**src/rtl/wash_sequencer_pkg.sv**
```systemverilog
// rtl/wash_sequencer_pkg.sv - phase and mode codes shared by the sequencer, display and controller side
package wash_sequencer_pkg;

    typedef enum logic [2:0] {
        PH_IDLE  = 3'd0,
        PH_FILL  = 3'd1,
        PH_WASH  = 3'd2,
        PH_DRAIN = 3'd3,
        PH_RINSE = 3'd4,
        PH_SPIN  = 3'd5,
        PH_DONE  = 3'd6
    } phase_e;

    typedef enum logic [1:0] {
        MODE_FULL       = 2'd0,
        MODE_WASH_ONLY  = 2'd1,
        MODE_RINSE_SPIN = 2'd2,
        MODE_SPIN_ONLY  = 2'd3
    } mode_e;

    localparam int RINSE_CNT_W = 2;

endpackage

```
**src/rtl/wash_sequencer_if.sv**
```systemverilog
// rtl/wash_sequencer_if.sv - controller/status bundle between STController and the wash sequencer
interface wash_sequencer_if #(
    parameter int TIME_W = 4
);
    logic              tickSec;
    logic              run;
    logic              pause;
    logic              abort;
    logic [1:0]        mode;
    logic [2:0]        phase;
    logic [TIME_W-1:0] remain;
    logic              waterValve;
    logic              drainValve;
    logic              motorOn;
    logic              motorFast;
    logic              hadFinish;

    // Controller side: drives run/pause/abort/mode and watches status
    modport master (
        output tickSec, run, pause, abort, mode,
        input  phase, remain, waterValve, drainValve, motorOn, motorFast, hadFinish
    );

    // Sequencer side
    modport slave (
        input  tickSec, run, pause, abort, mode,
        output phase, remain, waterValve, drainValve, motorOn, motorFast, hadFinish
    );
endinterface

```
**src/rtl/wash_sequencer_phase_timer.sv**
```systemverilog
// rtl/wash_sequencer_phase_timer.sv - loadable per-phase down-counter with expire strobe
module wash_sequencer_phase_timer #(
    parameter int TIME_W = 4
) (
    input  logic              cp,
    input  logic              resetBtn,
    input  logic              load_i,
    input  logic [TIME_W-1:0] load_val_i,
    input  logic              dec_i,
    output logic [TIME_W-1:0] remain_o,
    output logic              expire_o
);
    logic [TIME_W-1:0] remain_q;
    logic [TIME_W-1:0] remain_d;

    // Load wins over decrement; never wrap below zero in IDLE/DONE
    always_comb begin
        remain_d = remain_q;
        if (load_i) begin
            remain_d = load_val_i;
        end else if (dec_i && (remain_q != '0)) begin
            remain_d = remain_q - TIME_W'(1);
        end
    end

    // Counter register
    always_ff @(posedge cp or negedge resetBtn) begin
        if (!resetBtn) begin
            remain_q <= '0;
        end else begin
            remain_q <= remain_d;
        end
    end

    assign remain_o = remain_q;
    assign expire_o = dec_i && (remain_q == TIME_W'(1));

endmodule

```
**src/rtl/wash_sequencer.sv**
```systemverilog
// rtl/wash_sequencer.sv - wash program sequencer: phase FSM, phase timer and registered actuators
module wash_sequencer
    import wash_sequencer_pkg::*;
#(
    parameter int TIME_W    = 4,
    parameter int FILL_T    = 2,
    parameter int WASH_T    = 4,
    parameter int DRAIN_T   = 2,
    parameter int RINSE_T   = 3,
    parameter int SPIN_T    = 3,
    parameter int RINSE_CNT = 1
) (
    input  logic          cp,
    input  logic          resetBtn,
    wash_sequencer_if.slave bus
);
    logic              active;
    logic              tick;
    logic              expire;
    logic              load;
    logic [TIME_W-1:0] load_val;
    logic [TIME_W-1:0] remain;

    phase_e                 phase_q, phase_d;
    mode_e                  mode_q, mode_d;
    logic [RINSE_CNT_W-1:0] rinse_q, rinse_d;
    logic                   abort_q, abort_d;
    logic                   washed_q, washed_d;

    logic water_q, water_d;
    logic drain_q, drain_d;
    logic motor_q, motor_d;
    logic fast_q, fast_d;

    function automatic logic [TIME_W-1:0] dur_of(input phase_e p);
        case (p)
            PH_FILL:  return TIME_W'(FILL_T);
            PH_WASH:  return TIME_W'(WASH_T);
            PH_DRAIN: return TIME_W'(DRAIN_T);
            PH_RINSE: return TIME_W'(RINSE_T);
            PH_SPIN:  return TIME_W'(SPIN_T);
            default:  return '0;
        endcase
    endfunction

    assign active = bus.run && !bus.pause;
    assign tick   = bus.tickSec && active;

    wash_sequencer_phase_timer #(
        .TIME_W (TIME_W)
    ) u_timer (
        .cp         (cp),
        .resetBtn   (resetBtn),
        .load_i     (load),
        .load_val_i (load_val),
        .dec_i      (tick),
        .remain_o   (remain),
        .expire_o   (expire)
    );

    // State register: phase, program context and registered actuators
    always_ff @(posedge cp or negedge resetBtn) begin
        if (!resetBtn) begin
            phase_q  <= PH_IDLE;
            mode_q   <= MODE_FULL;
            rinse_q  <= '0;
            abort_q  <= 1'b0;
            washed_q <= 1'b0;
            water_q  <= 1'b0;
            drain_q  <= 1'b0;
            motor_q  <= 1'b0;
            fast_q   <= 1'b0;
        end else begin
            phase_q  <= phase_d;
            mode_q   <= mode_d;
            rinse_q  <= rinse_d;
            abort_q  <= abort_d;
            washed_q <= washed_d;
            water_q  <= water_d;
            drain_q  <= drain_d;
            motor_q  <= motor_d;
            fast_q   <= fast_d;
        end
    end

    // Next-state: abort is tested before the phase-end strobe so it wins
    always_comb begin
        phase_d  = phase_q;
        mode_d   = mode_q;
        rinse_d  = rinse_q;
        abort_d  = abort_q;
        washed_d = washed_q;
        case (phase_q)
            PH_IDLE: begin
                if (active) begin
                    mode_d   = mode_e'(bus.mode);
                    abort_d  = 1'b0;
                    washed_d = 1'b0;
                    case (mode_e'(bus.mode))
                        MODE_FULL:       rinse_d = RINSE_CNT_W'(RINSE_CNT);
                        MODE_RINSE_SPIN: rinse_d = RINSE_CNT_W'(1);
                        default:         rinse_d = '0;
                    endcase
                    phase_d = (mode_e'(bus.mode) == MODE_SPIN_ONLY) ? PH_SPIN : PH_FILL;
                end
            end
            PH_FILL: begin
                if (bus.abort) begin
                    phase_d = PH_DRAIN;
                    abort_d = 1'b1;
                end else if (expire) begin
                    // Only full and wash-only programs wash, and only once
                    if (((mode_q == MODE_FULL) || (mode_q == MODE_WASH_ONLY)) && !washed_q) begin
                        phase_d = PH_WASH;
                    end else begin
                        phase_d = PH_RINSE;
                    end
                end
            end
            PH_WASH: begin
                if (bus.abort) begin
                    phase_d = PH_DRAIN;
                    abort_d = 1'b1;
                end else if (expire) begin
                    phase_d  = PH_DRAIN;
                    washed_d = 1'b1;
                end
            end
            PH_RINSE: begin
                if (bus.abort) begin
                    phase_d = PH_DRAIN;
                    abort_d = 1'b1;
                end else if (expire) begin
                    phase_d = PH_DRAIN;
                    rinse_d = rinse_q - RINSE_CNT_W'(1);
                end
            end
            PH_DRAIN: begin
                if (bus.abort) begin
                    phase_d = PH_IDLE;
                end else if (expire) begin
                    if (abort_q) begin
                        phase_d = PH_IDLE;
                    end else if (mode_q == MODE_WASH_ONLY) begin
                        phase_d = PH_DONE;
                    end else if (rinse_q != '0) begin
                        phase_d = PH_FILL;
                    end else begin
                        phase_d = PH_SPIN;
                    end
                end
            end
            PH_SPIN: begin
                if (bus.abort) begin
                    phase_d = PH_IDLE;
                end else if (expire) begin
                    phase_d = PH_DONE;
                end
            end
            PH_DONE: begin
                if (!bus.run) begin
                    phase_d = PH_IDLE;
                end
            end
            default: phase_d = PH_IDLE;
        endcase
        // Every transition reloads the timer with the new phase's duration
        load     = (phase_d != phase_q);
        load_val = dur_of(phase_d);
    end

    // Output decode: actuators follow the next phase, gated while paused or stopped
    always_comb begin
        water_d = active && (phase_d == PH_FILL);
        drain_d = active && ((phase_d == PH_DRAIN) || (phase_d == PH_SPIN));
        motor_d = active && ((phase_d == PH_WASH) || (phase_d == PH_RINSE) || (phase_d == PH_SPIN));
        fast_d  = active && (phase_d == PH_SPIN);
    end

    assign bus.phase      = phase_q;
    assign bus.remain     = remain;
    assign bus.hadFinish  = (phase_q == PH_DONE);
    assign bus.waterValve = water_q;
    assign bus.drainValve = drain_q;
    assign bus.motorOn    = motor_q;
    assign bus.motorFast  = fast_q;

endmodule
```
**src/flat_wrapper.sv**
```systemverilog
// flat-port wrapper written by rule: the top's interface ports become plain ports
module wash_sequencer_flat import wash_sequencer_pkg::*;
#(
    parameter int TIME_W    = 4,
    parameter int FILL_T    = 2,
    parameter int WASH_T    = 4,
    parameter int DRAIN_T   = 2,
    parameter int RINSE_T   = 3,
    parameter int SPIN_T    = 3,
    parameter int RINSE_CNT = 1
)
  (cp, resetBtn, bus_tickSec, bus_run, bus_pause, bus_abort, bus_mode, bus_phase, bus_remain, bus_waterValve, bus_drainValve, bus_motorOn, bus_motorFast, bus_hadFinish);
  wash_sequencer_if #(.TIME_W(TIME_W)) bus_i ();
  input  logic cp;
  input  logic resetBtn;
  input wire logic [$bits(bus_i.tickSec)-1:0] bus_tickSec;
  input wire logic [$bits(bus_i.run)-1:0] bus_run;
  input wire logic [$bits(bus_i.pause)-1:0] bus_pause;
  input wire logic [$bits(bus_i.abort)-1:0] bus_abort;
  input wire logic [$bits(bus_i.mode)-1:0] bus_mode;
  output wire logic [$bits(bus_i.phase)-1:0] bus_phase;
  output wire logic [$bits(bus_i.remain)-1:0] bus_remain;
  output wire logic [$bits(bus_i.waterValve)-1:0] bus_waterValve;
  output wire logic [$bits(bus_i.drainValve)-1:0] bus_drainValve;
  output wire logic [$bits(bus_i.motorOn)-1:0] bus_motorOn;
  output wire logic [$bits(bus_i.motorFast)-1:0] bus_motorFast;
  output wire logic [$bits(bus_i.hadFinish)-1:0] bus_hadFinish;
  assign bus_i.tickSec = bus_tickSec;
  assign bus_i.run = bus_run;
  assign bus_i.pause = bus_pause;
  assign bus_i.abort = bus_abort;
  assign bus_i.mode = bus_mode;
  assign bus_phase = bus_i.phase;
  assign bus_remain = bus_i.remain;
  assign bus_waterValve = bus_i.waterValve;
  assign bus_drainValve = bus_i.drainValve;
  assign bus_motorOn = bus_i.motorOn;
  assign bus_motorFast = bus_i.motorFast;
  assign bus_hadFinish = bus_i.hadFinish;
  wash_sequencer #(.TIME_W(TIME_W), .FILL_T(FILL_T), .WASH_T(WASH_T), .DRAIN_T(DRAIN_T), .RINSE_T(RINSE_T), .SPIN_T(SPIN_T), .RINSE_CNT(RINSE_CNT)) u_core (.cp(cp), .resetBtn(resetBtn), .bus(bus_i));
endmodule
```
**config.mk**
```make
export PLATFORM = sky130hd
export DESIGN_NAME = wash_sequencer_flat
export DESIGN_NICKNAME = d
export VERILOG_FILES = /design/src/rtl/wash_sequencer_pkg.sv /design/src/rtl/wash_sequencer_if.sv /design/src/rtl/wash_sequencer_phase_timer.sv /design/src/rtl/wash_sequencer.sv /design/src/flat_wrapper.sv
export SDC_FILE = /design/constraint.sdc
export NUM_CORES = 1
export LEC_CHECK = 0
export BUFFER_PORTS_ARGS = -buffer_cell sky130_fd_sc_hd__buf_2
export CAP_MARGIN = 20
export CORE_UTILIZATION = 41
export CTS_CLUSTER_DIAMETER = 200
export DETAILED_ROUTE_END_ITERATION = 8
export PLACE_DENSITY_LB_ADDON = 0.1
export SETUP_SLACK_MARGIN = 0.3
export SLEW_MARGIN = 20
export SYNTH_ARGS = -nofsm -noshare
export SYNTH_HDL_FRONTEND = slang
export SYNTH_SLANG_ARGS = --single-unit
```
**constraint.sdc**
```tcl
create_clock -name cp -period 3.45 [get_ports cp]
set_input_delay 0.5175 -clock cp [delete_from_list [all_inputs] [get_ports cp]]
set_output_delay 0.5175 -clock cp [all_outputs]
set_load 0.02 [all_outputs]
```
# After elaboration in Yosys (flattened, before gate mapping)
# Index checks and enable logic that the tools add are counted.
[classes]
n_addsub = 2
eq_ne = 22
muxes = 30
n_reduce_logical = 33
[ops]
columns = ["operator", "n"]
rows = [
  ["$mux 3", 15],
  ["$pmux 3 s6", 1],
  ["$eq 3x3->1 const B", 5],
  ["$eq 3x2->1 const B", 4],
  ["$reduce_bool 2->1", 5],
  ["$logic_and 1x1->1", 9],
  ["$pmux 3 s3", 1],
  ["$mux 4", 2],
  ["$ne 2x1->1 const B", 4],
  ["$reduce_and 4->1", 2],
  ["$reduce_or 2->1", 4],
  ["$eq 3x1->1 const B", 2],
  ["$mux 2", 3],
  ["$mux 1", 5],
  ["$eq 2x2->1 const B", 2],
  ["$eq 4x1->1 const B", 1],
  ["$logic_not 2->1", 2],
  ["$logic_or 1x1->1", 4],
  ["$ne 2x2->1 const B", 2],
  ["$pmux 1 s2", 2],
  ["$pmux 2 s2", 1],
  ["$reduce_bool 4->1", 1],
  ["$sub 4x1->4 const B", 1],
  ["$logic_not 3->1", 1],
  ["7 further kinds", 8],
]
[word_totals]
in_bits = 8
regBits = 17
word_cells = 97

# Depth between registers and ports, before layout
[logic_depth]
ltp_word = 11
mapped_depth = 9
ltp_nobuf = 9

# Hierarchy
# Synthesis repeated with hierarchy kept, for this count alone.
[hier_totals]
cells_unflattened = 133
hier_area_um2 = 1167.4
[by_module_without_submodules]
columns = ["module", "instances", "cells_each", "seq_area_each_um2", "area_each_um2"]
rows = [
  ["wash_sequencer", 1, 103, 325.3, 900.9],
  ["wash_sequencer_phase_timer", 1, 30, 100.1, 266.5],
]

# Least setup slack after synthesis
# OpenSTA, ideal clock, no wires.
[synth_timing]
path_type = "reg-to-reg"
startpoint = "register u_core.u_timer.remain_q[1], in the netlist u_core.u_timer.remain_o[1]"
endpoint = "register u_core.u_timer.remain_q[1], in the netlist u_core.u_timer.remain_o[1]"
required_time_ps = 3355
n_path_buf = 0
stages_incl_launch_ff = 10
slack_ps = 1360
setup_ps = 95
arrival_ps = 1995
period_less_slack_ps = 2090
path_cell_list = "dfrtp_1 inv_1 ha_1 nor2b_1 a41o_1 o32ai_2 a31oi_2 or2_4 and3_4 nor4_4"
[synth_between]
elab_chain_len = 9
elab_cells_between_ends = 26
classes_between = "add/sub (1); eq/ne (7); mux (12); reduce/logical (6)"
[synth_lines]
columns = ["item", "line", "source"]
rows = [
  ["from (decl)", "wash_sequencer_phase_timer.sv:13", "logic [TIME_W-1:0] remain_q;"],
  ["from (signal assigned)", "wash_sequencer_phase_timer.sv:31", "remain_q <= remain_d;"],
  ["$eq 4x1->1", "wash_sequencer_phase_timer.sv:36", "assign expire_o = dec_i && (remain_q == TIME_W'(1));"],
  ["$logic_and 1x1->1", "wash_sequencer_phase_timer.sv:36", ""],
  ["$mux 3 (on tied branches) (2 in series)", "-", ""],
  ["$pmux 3 s6", "wash_sequencer.sv:93", "case (phase_q)"],
  ["$eq 3x3->1, or another cell as far along", "wash_sequencer.sv:36", "case (p)"],
  ["$reduce_or 2->1 (no line)", "-", ""],
  ["$pmux 3 s3", "wash_sequencer.sv:36", ""],
  ["$mux 4", "wash_sequencer_phase_timer.sv:19", "if (load_i) begin"],
]
# Parallel ways exist; a longest one is shown, timed or not. The select of a mux whose other input is x is not followed.
# A chain may end at the register's enable or synchronous reset.

# Worst setup path after layout
[layout_timing]
startpoint = "register u_core.phase_q[0], in the netlist u_core.bus.phase[0]"
endpoint = "register u_core.u_timer.remain_q[1], in the netlist u_core.u_timer.remain_o[1]"
[layout_between]
elab_chain_len = 7
elab_cells_between_ends = 30
classes_between = "eq/ne (12); mux (13); reduce/logical (5)"
[layout_lines]
columns = ["item", "line", "source"]
rows = [
  ["from (decl)", "wash_sequencer.sv:24", "phase_e phase_q, phase_d;"],
  ["from (signal assigned)", "wash_sequencer.sv:74", "phase_q <= phase_d;"],
  ["$eq 3x2->1 or $eq 3x3->1 (tied branches)", "wash_sequencer.sv:93", ""],
  ["$reduce_or 2->1 (no line)", "-", ""],
  ["$pmux 3 s6 (*)", "wash_sequencer.sv:93", ""],
  ["via u_core.phase_d[1]", "wash_sequencer.sv:24", ""],
  ["$eq 3x3->1, or another cell as far along", "wash_sequencer.sv:36", ""],
  ["$reduce_or 2->1 (no line)", "-", ""],
  ["$pmux 3 s3", "wash_sequencer.sv:36", ""],
  ["$mux 4", "wash_sequencer_phase_timer.sv:19", ""],
]
# The timed path passes the listed nets; every way through them passes the cells marked *.

==> impl_metrics.csv <==
group,metric,value,unit
status,status,"finished, final reports clean",
sta,grt_setup_unrepaired,"no",
synthesis,synth_area,1300,um^2
grt,grt_pass1_wl,4550,um
final_layout,final_common_cell,"buf_2",
sta,fin_crit,2.39,ns
power_and_ir_drop,switching_share,48.1,%
floorplanning,std_cell_rows,20,
clocking,clk_pin_slew,0.11,ns
setup_path,crit_fanout,25,
final_layout,multiInputGateArea,797,um^2
clocking,postCtsHoldBufs,0,
sta,slew_viol_final,0,
sta,totalNegativeSetupSlack,0,ns
sta,clock_skew,0.00523,ns
synthesis,syn_nets,154,
setup_path,worst_ep_required_time,3.63,ns
synthesis,syn_avg_cell_area,9.07,um^2
clocking,cts_tree,"done",
sta,relSlewSlack,44.4,%
clocking,cts-root-buf,"clkbuf_4",
floorplanning,die_area,3390,um^2
clocking,insertion_delay,0.29,ns
synthesis,ys_seq_area_share,32.8,%
final_layout,regArea,425,um^2
sta,hold_viol,0,
final_layout,synthToLayoutAreaGrowth,10.7,%
floorplanning,core-area,3030,um^2
clocking,postCtsSetupBuffers,0,
power_and_ir_drop,comb_power_share,56.7,%
power_and_ir_drop,leakage,0.000619,uW
sta,fin_ws,1.06,ns
routing,first_pass_iters,4,
synthesis,async_flop_share,100,%
setup_path,cp-start-kind,"flop",
grt,first_global_vias,948,
routing,avgViaCountPerCell,5.48,
power_and_ir_drop,p_int,584,uW
setup_path,path_class,"reg2reg",
floorplanning,fp.dieW,58.3,um
power_and_ir_drop,power_frac_clock,9.8,%
floorplanning,dieHeight,58.3,um
power_and_ir_drop,power_density,783,nW/um^2
routing,drt_iter0_drc,37,
placed_design,gp_congestion,0.729,
clocking,cts_htree_levels,1,
grt,grt_usage,17.7,%
final_layout,drive_above_1_share,25.8,%
routing,drt-total-wl,2760,um
final_layout,layout_common_cells,"19 x buf_2, 17 x dfrtp_1, 13 x nor2_1",
placed_design,dp.final_hpwl,1990,um
grt,antenna_found_initial,0,
synthesis,ys_ff_latch,17,
power_and_ir_drop,p_sw,541,uW
sta,finalSetupViolCount,0,
worst_hold_path,hold_path_class,"in2async",
power_and_ir_drop,peakVddDrop,0.410,mV
routing,ant_nets,0,
clocking,cts_resized,0,
grt,grt_max_degree,26,
sta,clock.fmax,0.419,GHz
placed_design,io_buffer_count,19,
synthesis,synth_edf_count,0,
setup_path,end_kind,"flop",
setup_path,arrival,2.57,ns
final_layout,fillCellCount,301,
floorplanning,ios,20,
routing,wl_per_cell,13.6,um
synthesis,ys.flop_type,"dfrtp_1",
clocking,clockBufferDepth,2,
final_layout,fin_nets,171,
clocking,cts_buffers,3,
job,cap_viol_max_count,0,
sta,fin_crit_sh,69.2,%
placed_design,pre_cts_slack,1.08,ns
routing,drcViolationCount,0,
synthesis,yosysWarnings,0,
power_and_ir_drop,power.share.sequential,33.4,%
grt,grt-ovfl-total,0,
synthesis,synth.distinct_cells,54,
final_layout,diodes,0,
clocking,cts_sinks,17,
floorplanning,start_util,42.9,%
synthesis,synth_cells,143,
sta,tightest_slew,0.834,ns
routing,vias,1112,
-- through the flow --
step	util (%)	instance area, um^2	hold slack (ns)	std cells	total power [uW]
floorplan	-	1300	0.222	143	891
global placement	46.4	1410	0.470	199	1010
detailed placement	46.4	1410	0.473	199	1020
CTS	47.4	1440	0.137	203	1140
global route	47.4	1440	0.139	203	1220
finish	47.4	1440	0.131	203	1120
-- path summary, 6_finish.rpt --
path	depth (start not counted)	start	slack, ns	to
worst min-delay path	1	resetBtn	0.13	u_core.mode_q[1]
worst min register to register	1	u_core.rinse_q[1]	0.52	u_core.rinse_q[1]
worst max register to register	7	u_core.bus.phase[0]	1.06	u_core.u_timer.remain_o[1]
min in group cp	2	bus_mode[1]	0.47	u_core.mode_q[1]
worst max-delay path	7	u_core.bus.phase[0]	1.06	u_core.u_timer.remain_o[1]
max in group asynchronous	1	resetBtn	3.05	u_core.rinse_q[1]
-- cell type report --
class	count	area share (%)
clock buffers	3	1.57
clock inverters	1	0.523
inverters	9	2.35
multi-input cells	110	55.5
flip-flops and latches	17	29.6
well taps	44	3.83
repair buffers	19	6.62
-- cell families after synthesis --
| kind of cell | share of synthesized area [%] |
|---|---|
| simple gates | 28.9 |
| compound gates | 22.5 |
| flops | 32.8 |
| fa+ha+maj | 2.89 |
| mux | 2.51 |
| buf+inv | 5.79 |
| xor+xnor | 4.63 |
-- sequential cells by signal (all words and copies together), names as in the netlist, 2 cells and up --
register,count
u_core.u_timer.remain_o,4
u_core.bus.phase,3
u_core.mode_q,2
u_core.rinse_q,2
-- per-layer routing --
metal / global-route usage (%) / share of wire, %
met5: 0 / 0
met4: 6.80 / 1.1
met3: 1.79 / 4.2
met2: 26.4 / 46
met1: 26.2 / 48
-- power by group through the flow --
stage,clock network [uW],registers (uW),logic (uW)
floorplan,0,351,540
global placement,0,375,636
detailed placement,0,379,640
CTS,118,375,644
global route,128,394,703
finish,110,376,638
-- synth_stat cells, types with 2 or more instances --
cell type  count  area share, %
a21o_1         3            1.7
a21oi_1        7            2.7
a31oi_1        3            1.4
buf_2          6            2.3
dfrtp_1       17             33
ha_1           3            2.9
inv_1          8            2.3
mux2_2         2            1.7
nand2_1       12            3.5
nand2b_1       6            2.9
nand3_1        5            1.9
nor2_1        13            3.8
nor2b_1        3            1.4
nor3_1         5            1.9
nor3b_1        2            1.2
o21ai_0        4            1.5
o21ai_1        2           0.77
o22ai_1        3            1.4
xnor2_1        3            2.0
xor2_1         2            1.4
-- worst max-delay path, cell delays in order (launching register included) --
cell and delay, ns:
dfrtp_1 0.90, nand2b_1 0.15, nand2b_1 0.20, o21bai_2 0.22, a32oi_4 0.34, or2_4 0.22, and3_4 0.19, nor4_4 0.04
Power figures use the tool's default switching activity.
